`config.mk`:
```
export PLATFORM = sky130hd
export DESIGN_NAME = nanorv32_test_monitor
export DESIGN_NICKNAME = d
export VERILOG_FILES = /design/src/rtl/nanorv32_test_monitor.sv
export SDC_FILE = /design/constraint.sdc
export NUM_CORES = 1
export LEC_CHECK = 0
export CAP_MARGIN = 20
export CORE_MARGIN = 1
export CORE_UTILIZATION = 55
export CTS_BUF_LIST = sky130_fd_sc_hd__clkbuf_8 sky130_fd_sc_hd__clkbuf_16
export DETAILED_ROUTE_END_ITERATION = 6
export PLACE_DENSITY = 0.8
export SETUP_SLACK_MARGIN = 0.2
export SYNTH_ARGS = -nofsm -noshare
export SYNTH_HDL_FRONTEND = slang
export SYNTH_SLANG_ARGS = --single-unit
```
`constraint.sdc`:
```
create_clock -name clk -period 3.85 [get_ports clk]
set_input_delay 0.77 -clock clk [delete_from_list [all_inputs] [get_ports clk]]
set_output_delay 0.77 -clock clk [all_outputs]
set_load 0.03 [all_outputs]
```
`src/rtl/nanorv32_test_monitor.sv`:
```
`default_nettype none
// ============================================================================
// Module   : nanorv32_test_monitor
// Purpose  : Watches instructions retired by the nanorv32 core and decides the
//            test outcome (pass / fail / unknown / illegal / timeout). It also
//            buffers debug-printf characters in a FIFO and drains them through
//            a valid/ready character stream.
// Ports    : clk, rst                - clock, synchronous active-high reset
//            inst_ret, pc_exe, a0    - retirement strobe, its PC, register x10
//            illegal_instruction     - core flags an illegal instruction
//            done, status            - sticky end-of-test flag and outcome code
//            char_valid/data/eol     - FIFO head (eol = head is line feed)
//            char_ready              - consumer accepts the head character
//            drop_cnt                - characters lost on a full FIFO (saturating)
//            retired_cnt             - retired instructions since reset (wraps)
// Revision : 1.0 - initial release
// ============================================================================
module nanorv32_test_monitor #(
    parameter int unsigned ADDR_W         = 32,
    parameter int unsigned DATA_W         = 32,
    parameter logic [31:0] END_PC         = 32'h0000_0100,
    parameter logic [31:0] PRINTF_PC      = 32'h0000_0088,
    parameter logic [31:0] PASS_CODE      = 32'hCAFF_E000,
    parameter logic [31:0] FAIL_CODE      = 32'hDEAD_D000,
    parameter int unsigned TIMEOUT_W      = 32,
    parameter int unsigned TIMEOUT_CYCLES = 20000000,
    parameter int unsigned FIFO_DEPTH     = 16
) (
    input  logic              clk,
    input  logic              rst,
    input  logic              inst_ret,
    input  logic [ADDR_W-1:0] pc_exe,
    input  logic [DATA_W-1:0] a0,
    input  logic              illegal_instruction,
    output logic              done,
    output logic [2:0]        status,
    output logic              char_valid,
    output logic [7:0]        char_data,
    output logic              char_eol,
    input  logic              char_ready,
    output logic [7:0]        drop_cnt,
    output logic [31:0]       retired_cnt
);

    // Address/data constants resized to the port widths (truncate or zero-extend).
    localparam logic [ADDR_W-1:0] c_end_pc    = ADDR_W'(END_PC);
    localparam logic [ADDR_W-1:0] c_printf_pc = ADDR_W'(PRINTF_PC);
    localparam logic [DATA_W-1:0] c_pass_code = DATA_W'(PASS_CODE);
    localparam logic [DATA_W-1:0] c_fail_code = DATA_W'(FAIL_CODE);

    // A zero cycle budget disables the timeout; the "last" value is then unused.
    localparam bit                   c_timeout_en   = (TIMEOUT_CYCLES != 0);
    localparam logic [TIMEOUT_W-1:0] c_timeout_last = TIMEOUT_W'(TIMEOUT_CYCLES - 1);

    localparam int unsigned c_ptr_w = $clog2(FIFO_DEPTH);

    // FSM encoding
    localparam logic [0:0] c_st_run  = 1'b0;
    localparam logic [0:0] c_st_done = 1'b1;

    // Status codes
    localparam logic [2:0] c_stat_running = 3'd0;
    localparam logic [2:0] c_stat_pass    = 3'd1;
    localparam logic [2:0] c_stat_fail    = 3'd2;
    localparam logic [2:0] c_stat_unknown = 3'd3;
    localparam logic [2:0] c_stat_illegal = 3'd4;
    localparam logic [2:0] c_stat_timeout = 3'd5;

    logic [0:0]           r_state;
    logic [0:0]           w_state_nxt;
    logic [2:0]           r_status;
    logic [2:0]           w_status_nxt;
    logic [TIMEOUT_W-1:0] r_cycle_cnt;
    logic                 w_end_hit;
    logic                 w_timeout_hit;

    logic [7:0]           r_mem [FIFO_DEPTH];
    logic [c_ptr_w:0]     r_wr_ptr;
    logic [c_ptr_w:0]     r_rd_ptr;
    logic                 w_empty;
    logic                 w_full;
    logic                 w_pop;
    logic                 w_push_req;
    logic                 w_push;
    logic                 w_drop;
    logic [7:0]           r_drop_cnt;
    logic [31:0]          r_retired_cnt;

    // ------------------------------------------------------------------------
    // Test-outcome FSM
    // ------------------------------------------------------------------------
    assign w_end_hit     = inst_ret && (pc_exe == c_end_pc);
    assign w_timeout_hit = c_timeout_en && (r_cycle_cnt == c_timeout_last);

    always_ff @(posedge clk) begin
        if (rst) begin
            r_state  <= c_st_run;
            r_status <= c_stat_running;
        end else begin
            r_state  <= w_state_nxt;
            r_status <= w_status_nxt;
        end
    end

    // Priority: illegal (with or without a retirement), then END_PC, then timeout.
    always_comb begin
        w_state_nxt  = r_state;
        w_status_nxt = r_status;
        if (r_state == c_st_run) begin
            if (illegal_instruction) begin
                w_state_nxt  = c_st_done;
                w_status_nxt = c_stat_illegal;
            end else if (w_end_hit) begin
                w_state_nxt = c_st_done;
                if (a0 == c_pass_code) begin
                    w_status_nxt = c_stat_pass;
                end else if (a0 == c_fail_code) begin
                    w_status_nxt = c_stat_fail;
                end else begin
                    w_status_nxt = c_stat_unknown;
                end
            end else if (w_timeout_hit) begin
                w_state_nxt  = c_st_done;
                w_status_nxt = c_stat_timeout;
            end
        end
    end

    // Cycle counter only advances while the test is running, so it holds the
    // elapsed test length once DONE is reached.
    always_ff @(posedge clk) begin
        if (rst) begin
            r_cycle_cnt <= '0;
        end else if (r_state == c_st_run) begin
            r_cycle_cnt <= r_cycle_cnt + 1'b1;
        end
    end

    // ------------------------------------------------------------------------
    // Printf FIFO (pointers carry one extra wrap bit to tell full from empty)
    // ------------------------------------------------------------------------
    assign w_empty    = (r_wr_ptr == r_rd_ptr);
    assign w_full     = (r_wr_ptr[c_ptr_w] != r_rd_ptr[c_ptr_w]) &&
                        (r_wr_ptr[c_ptr_w-1:0] == r_rd_ptr[c_ptr_w-1:0]);
    // An empty FIFO never pops, so push+pop on empty naturally becomes a push.
    assign w_pop      = !w_empty && char_ready;
    assign w_push_req = (r_state == c_st_run) && inst_ret && (pc_exe == c_printf_pc);
    // A full FIFO still accepts a push when the head leaves in the same cycle.
    assign w_push     = w_push_req && (!w_full || w_pop);
    assign w_drop     = w_push_req && w_full && !w_pop;

    always_ff @(posedge clk) begin
        if (rst) begin
            r_wr_ptr <= '0;
            r_rd_ptr <= '0;
        end else begin
            if (w_push) begin
                r_wr_ptr <= r_wr_ptr + 1'b1;
            end
            if (w_pop) begin
                r_rd_ptr <= r_rd_ptr + 1'b1;
            end
        end
    end

    // Storage needs no reset: it is only observed through a non-empty head.
    always_ff @(posedge clk) begin
        if (w_push) begin
            r_mem[r_wr_ptr[c_ptr_w-1:0]] <= a0[7:0];
        end
    end

    always_ff @(posedge clk) begin
        if (rst) begin
            r_drop_cnt <= '0;
        end else if (w_drop && (r_drop_cnt != 8'hFF)) begin
            r_drop_cnt <= r_drop_cnt + 1'b1;
        end
    end

    always_ff @(posedge clk) begin
        if (rst) begin
            r_retired_cnt <= '0;
        end else if (inst_ret) begin
            r_retired_cnt <= r_retired_cnt + 1'b1;
        end
    end

    // ------------------------------------------------------------------------
    // Outputs
    // ------------------------------------------------------------------------
    assign done        = (r_state == c_st_done);
    assign status      = r_status;
    assign char_valid  = !w_empty;
    // Head is forced to zero while empty so the stream reads 0 after reset.
    assign char_data   = w_empty ? 8'h00 : r_mem[r_rd_ptr[c_ptr_w-1:0]];
    assign char_eol    = !w_empty && (char_data == 8'h0A);
    assign drop_cnt    = r_drop_cnt;
    assign retired_cnt = r_retired_cnt;

endmodule
`default_nettype wire

```
# Yosys cells after proc, flatten, opt, wreduce, memory -nomap -nowiden
# Memories as Yosys holds them, arrays and structs flattened. A register that Yosys moved wholly into a read port is not among the register bits.
# Index checks and enable logic that the tools add are counted.
totals:
  ramBits: 128
  out_inout_bits: 54
  inputBits: 69
  regBits: 86
  elab_cells: 54
  n_memories: 1
mem_list:
  columns: ["name", "depth", "word_bits", "read_ports", "rd_ports_with_merged_regs", "wr", "line", "rtl"]
  rows:
  - ["r_mem", 16, 8, 1, 1, 1, "77", "logic [7:0] r_mem [FIFO_DEPTH];"]
op_classes:
  n_mux: 14
  n_eq_ne: 10
  n_addsub: 5
  reduce_logical: 16
  n_bitwise: 1
op_table:
  columns: ["op", "count"]
  rows:
  - ["32-bit by 1-bit adder with 32-bit output (second input constant)", 2]
  - ["32-bit == test (second input constant)", 2]
  - ["32-bit by 25-bit == test with 1-bit output (second input constant)", 1]
  - ["32-bit by 8-bit == test with 1-bit output (second input constant)", 1]
  - ["32-bit by 9-bit == test with 1-bit output (second input constant)", 1]
  - ["5-bit by 1-bit adder with 5-bit output (second input constant)", 2]
  - ["1-bit logical AND", 10]
  - ["3-bit two-way mux", 3]
  - ["8-bit by 1-bit adder with 8-bit output (second input constant)", 1]
  - ["8-bit by 4-bit == test with 1-bit output (second input constant)", 1]
  - ["4-bit two-way mux", 2]
  - ["8-bit two-way mux", 1]
  - ["8-bit != test (second input constant)", 1]
  - ["1-bit two-way mux", 7]
  - ["5-bit == test", 1]
  - ["4-bit == test", 1]
  - ["1-bit zero test", 3]
  - ["3-bit nonzero test", 1]
  - ["2-bit two-way mux", 1]
  - ["2-bit AND reduction", 1]
  - ["1-bit logical OR", 1]
  - ["1-bit != test", 1]
  - ["1-bit inverter", 1]

# Longest topological paths before layout
logic_depth:
  depth_word: 7
  depth_mapped: 8
  ltp_nobuf: 6

# Least setup slack after synthesis
# OpenSTA, ideal clock, no wires.
synth_path:
  kind: "register to output"
  startpoint: "register (tool-made name)"
  endpoint: "output port char_eol"
  path_stages_with_launch: 8
  slack_ns: 0.569
  required_ns: 3.080
  n_path_buf: 3
  t_arrival_ns: 2.511
  path_cell_list: "dfxtp_1 > buf_2 > buf_2 > buf_2 > mux4_2 > a22oi_1 > a21oi_1 > and4b_1"
synth_rtl:
  columns: ["element", "line", "rtl"]
  rows:
  - ["end: declaration", "39", "output logic char_eol,"]

==> metrics.cfg <==
[run_status]
status=complete, no violations

[hold_path]
hold_class=flop to flop
holdCritStartpoint=status[1]

[flow_run]
max-cap-violations=0

[global_routing]
use_met2_pct=44.86
grt_pass1_wl_um=34560
grt_max_degree=41
grt_use_met3_pct=5.075
grt_use_total_pct=25.56
grt_overflow_total=0
use_met1_pct=31.53
busiest_layer=met2
antenna_found_initial=0
grt_pass1_vias=6586

[sta]
finClkSkew_ns=0.01814
min_period_over_period_pct=92.47
worst_pin_slew_ns=0.8212
grt_setup_unrepaired=false
slew_violations=0
tns_ns=0
setup_viol=0
layout_min_cycle_time_ns=3.560
maxSlewHeadroom_pct=44.80
max_freq_ghz=0.2809
report.final.hold_viol_count=0

[cells_and_area]
fillers=1111
drive_above_1_share_pct=14.13
final_util_pct=70.60
insertedDiodeCount=0
area_delta_synth_final_pct=25.72
nets=959

[critical_path]
required_ns=3.08
crit_fanout=16
endpoint_kind=output pin
start_kind=flop
worstReg2RegStart=retired_cnt[0]
crit_arrival_ns=2.79
criticalPathCategory=flop to output pin

[power_and_ir_drop]
vdd_ir_drop_max_mv=0.2942
p_sw_mw=0.9931
combPwrFrac_pct=3.3
swShare_pct=20.60
p_per_area_nw_per_um2=411.7
internal_power_mw=3.827
p_clk_share_pct=45.2
sequentialPowerShare_pct=51.4
power.leakage_nw=3.866

[synth]
synth_ff_type=edfxtp_1
yosys_warnings=0
synthCells=734
synth_edf_count=128
ys_seq_elements=218
synth-seq-area-share_pct=60.62
syn_nets=811
yosysUniqueCellTypes=48
syn_area_um2=9313
syn_avg_cell_area_um2=12.69
async_flop_share_pct=0

[clocking]
clock_path_buffers=3
cts_tree=built
cts-root-buf=clkbuf_16
cts_inserted_buffers=23
cts_htree_levels=1
clkSinkCount=218
clk_pin_slew_ns=0.06
clk_latency_ns=0.52

[detailed_routing]
avgRoutedWirePerCell_um=19.73
drt_iter0_markers=392
routed_via_density=5.925
postRouteAntennaNets=0
drt-total-wl_um=22080
firstDrtPassIters=5
num_vias=6630
drc=0

[floorplanning]
die_w_um=132.1
io_pins=123
core_area_um2=16580
die_h_um=132.1
dieArea_um2=17460
num_rows=47
start_util_pct=56.16

[placement]
dp_hpwl_um=15310
routabilityCongestion=0.8292
port_buffers=122

-- synthesized netlist by cell type (4+ instances only) --
master / count / area share [%]
a21oi_1: 28 / 1.5
a22oi_1: 10 / 0.81
a31o_2: 5 / 0.47
and2_1: 4 / 0.27
and3_1: 10 / 0.67
and4_1: 13 / 1.2
buf_2: 6 / 0.32
clkbuf_1: 21 / 0.85
dfxtp_1: 90 / 19
edfxtp_1: 128 / 41
ha_1: 8 / 1.1
inv_1: 18 / 0.73
mux2_2: 6 / 0.73
mux2i_1: 5 / 0.54
mux4_2: 35 / 8.5
nand2_1: 28 / 1.1
nand2b_1: 8 / 0.54
nand3_1: 27 / 1.5
nand4_1: 18 / 1.2
nor2_1: 85 / 3.4
nor2b_1: 12 / 0.81
nor3_1: 13 / 0.70
nor4_1: 27 / 1.8
nor4b_1: 4 / 0.38
o21ai_0: 18 / 0.97
or3_1: 20 / 1.3
or4_1: 4 / 0.32
xnor2_1: 30 / 2.8
xor2_1: 22 / 2.1
-- through the flow --
step	hold slack, ns	power (mW)	setup WS [ns]	instances	instance area [um2]
finish	0.4822	4.820	0.2897	1119	11710
global route	0.4950	4.950	0.2051	1119	11710
CTS	0.4858	4.847	0.2075	1119	11690
detailed placement	0.4769	2.690	0.4527	1076	10910
global placement	0.4672	2.683	0.5131	1076	10910
floorplan	0.4666	2.575	0.5687	734	9313
-- logic make-up after synthesis --
kind of cell               synth area share, %
DFF                                      60.62
buffers and inverters                    2.015
and+or+nand+nor                          16.63
muxes                                    9.727
xor gates and xnor gates                 4.890
AOI/OAI and AO/OA                        5.038
adders and majority gates                1.075
-- final cells by class --
type | count | area (um2) | area share, %
multi-input combinational | 468 | 3486 | 29.77
inverter | 18 | 67.56 | 0.5771
clock inverter | 15 | 117.6 | 1.005
timing repair buffer | 153 | 1468 | 12.54
clock buffer | 27 | 641.9 | 5.483
tap | 220 | 275.3 | 2.351
sequential | 218 | 5652 | 48.27
-- power groups by stage --
stage	sequential (mW)	clock, mW	combinational, mW
after floorplan	2.54	0	0.0379
after global placement	2.53	0	0.153
after detailed placement	2.53	0	0.160
after CTS	2.48	2.21	0.161
after global routing	2.48	2.30	0.172
final	2.48	2.18	0.160
-- placed cells by master, fill, tap and decap left out, types with 3 or more instances in the layout --
cell type        count
xor2_1              22
nor4_1              27
nand3_1             27
inv_1               20
dfxtp_1             87
buf_4               30
mux4_2              35
nor2_1              85
or2_2                3
o2111ai_1            3
or3_1               20
edfxtp_1           128
a22oi_1             10
clkdlybuf4s50_1    115
nand4b_1             3
and2_1               4
dlymetal6s2s_1       3
nor2b_1             12
and3_1              10
nand4_1             18
mux2_2               6
a31o_2               5
clkinv_2             4
clkbuf_16           24
o21ai_0             18
or4_1                4
and4_1              13
nand2b_1             8
clkbuf_8             3
nand2_1             28
ha_1                 8
xnor2_1             30
nor4b_1              4
a21oi_1             28
mux2i_1              5
nor3_1              13
-- critical path: stages (launching register included) --
cell             delay [ns]
dfxtp_4                0.35
buf_12                 0.16
mux4_2                 0.51
mux4_2                 0.50
nor2b_1                0.15
clkdlybuf4s50_1        0.59
-- layer usage --
metal | part of all wire, % | vias up
met1 | 40 | 3260
met5 | 0 | -
met3 | 6.4 | 44
met4 | 2.5 | 0
li1 | - | 3076
met2 | 51 | 250
-- registers in the layout, summed over array words and instances (netlist names), named ones only --
signal,count
r_rd_ptr,5
drop_cnt,8
r_wr_ptr,5
done,1
r_mem,128
status,3
retired_cnt,32
r_cycle_cnt,32
-- worst paths after layout --
path                     end  slack, ns  cells after the start
min reg2reg        status[1]       0.48                      2
min                status[1]       0.48                      2
max reg2reg  retired_cnt[26]       1.32                      6
max             char_data[2]       0.29                      5
-- repair_timing --
action	CTS	global route
hold buffers	0	0
setup endpoints to repair	9	6
cloned	0	0
buffers inserted	1	0
gates resized for setup	4	6
Power figures use the tool's default switching activity.
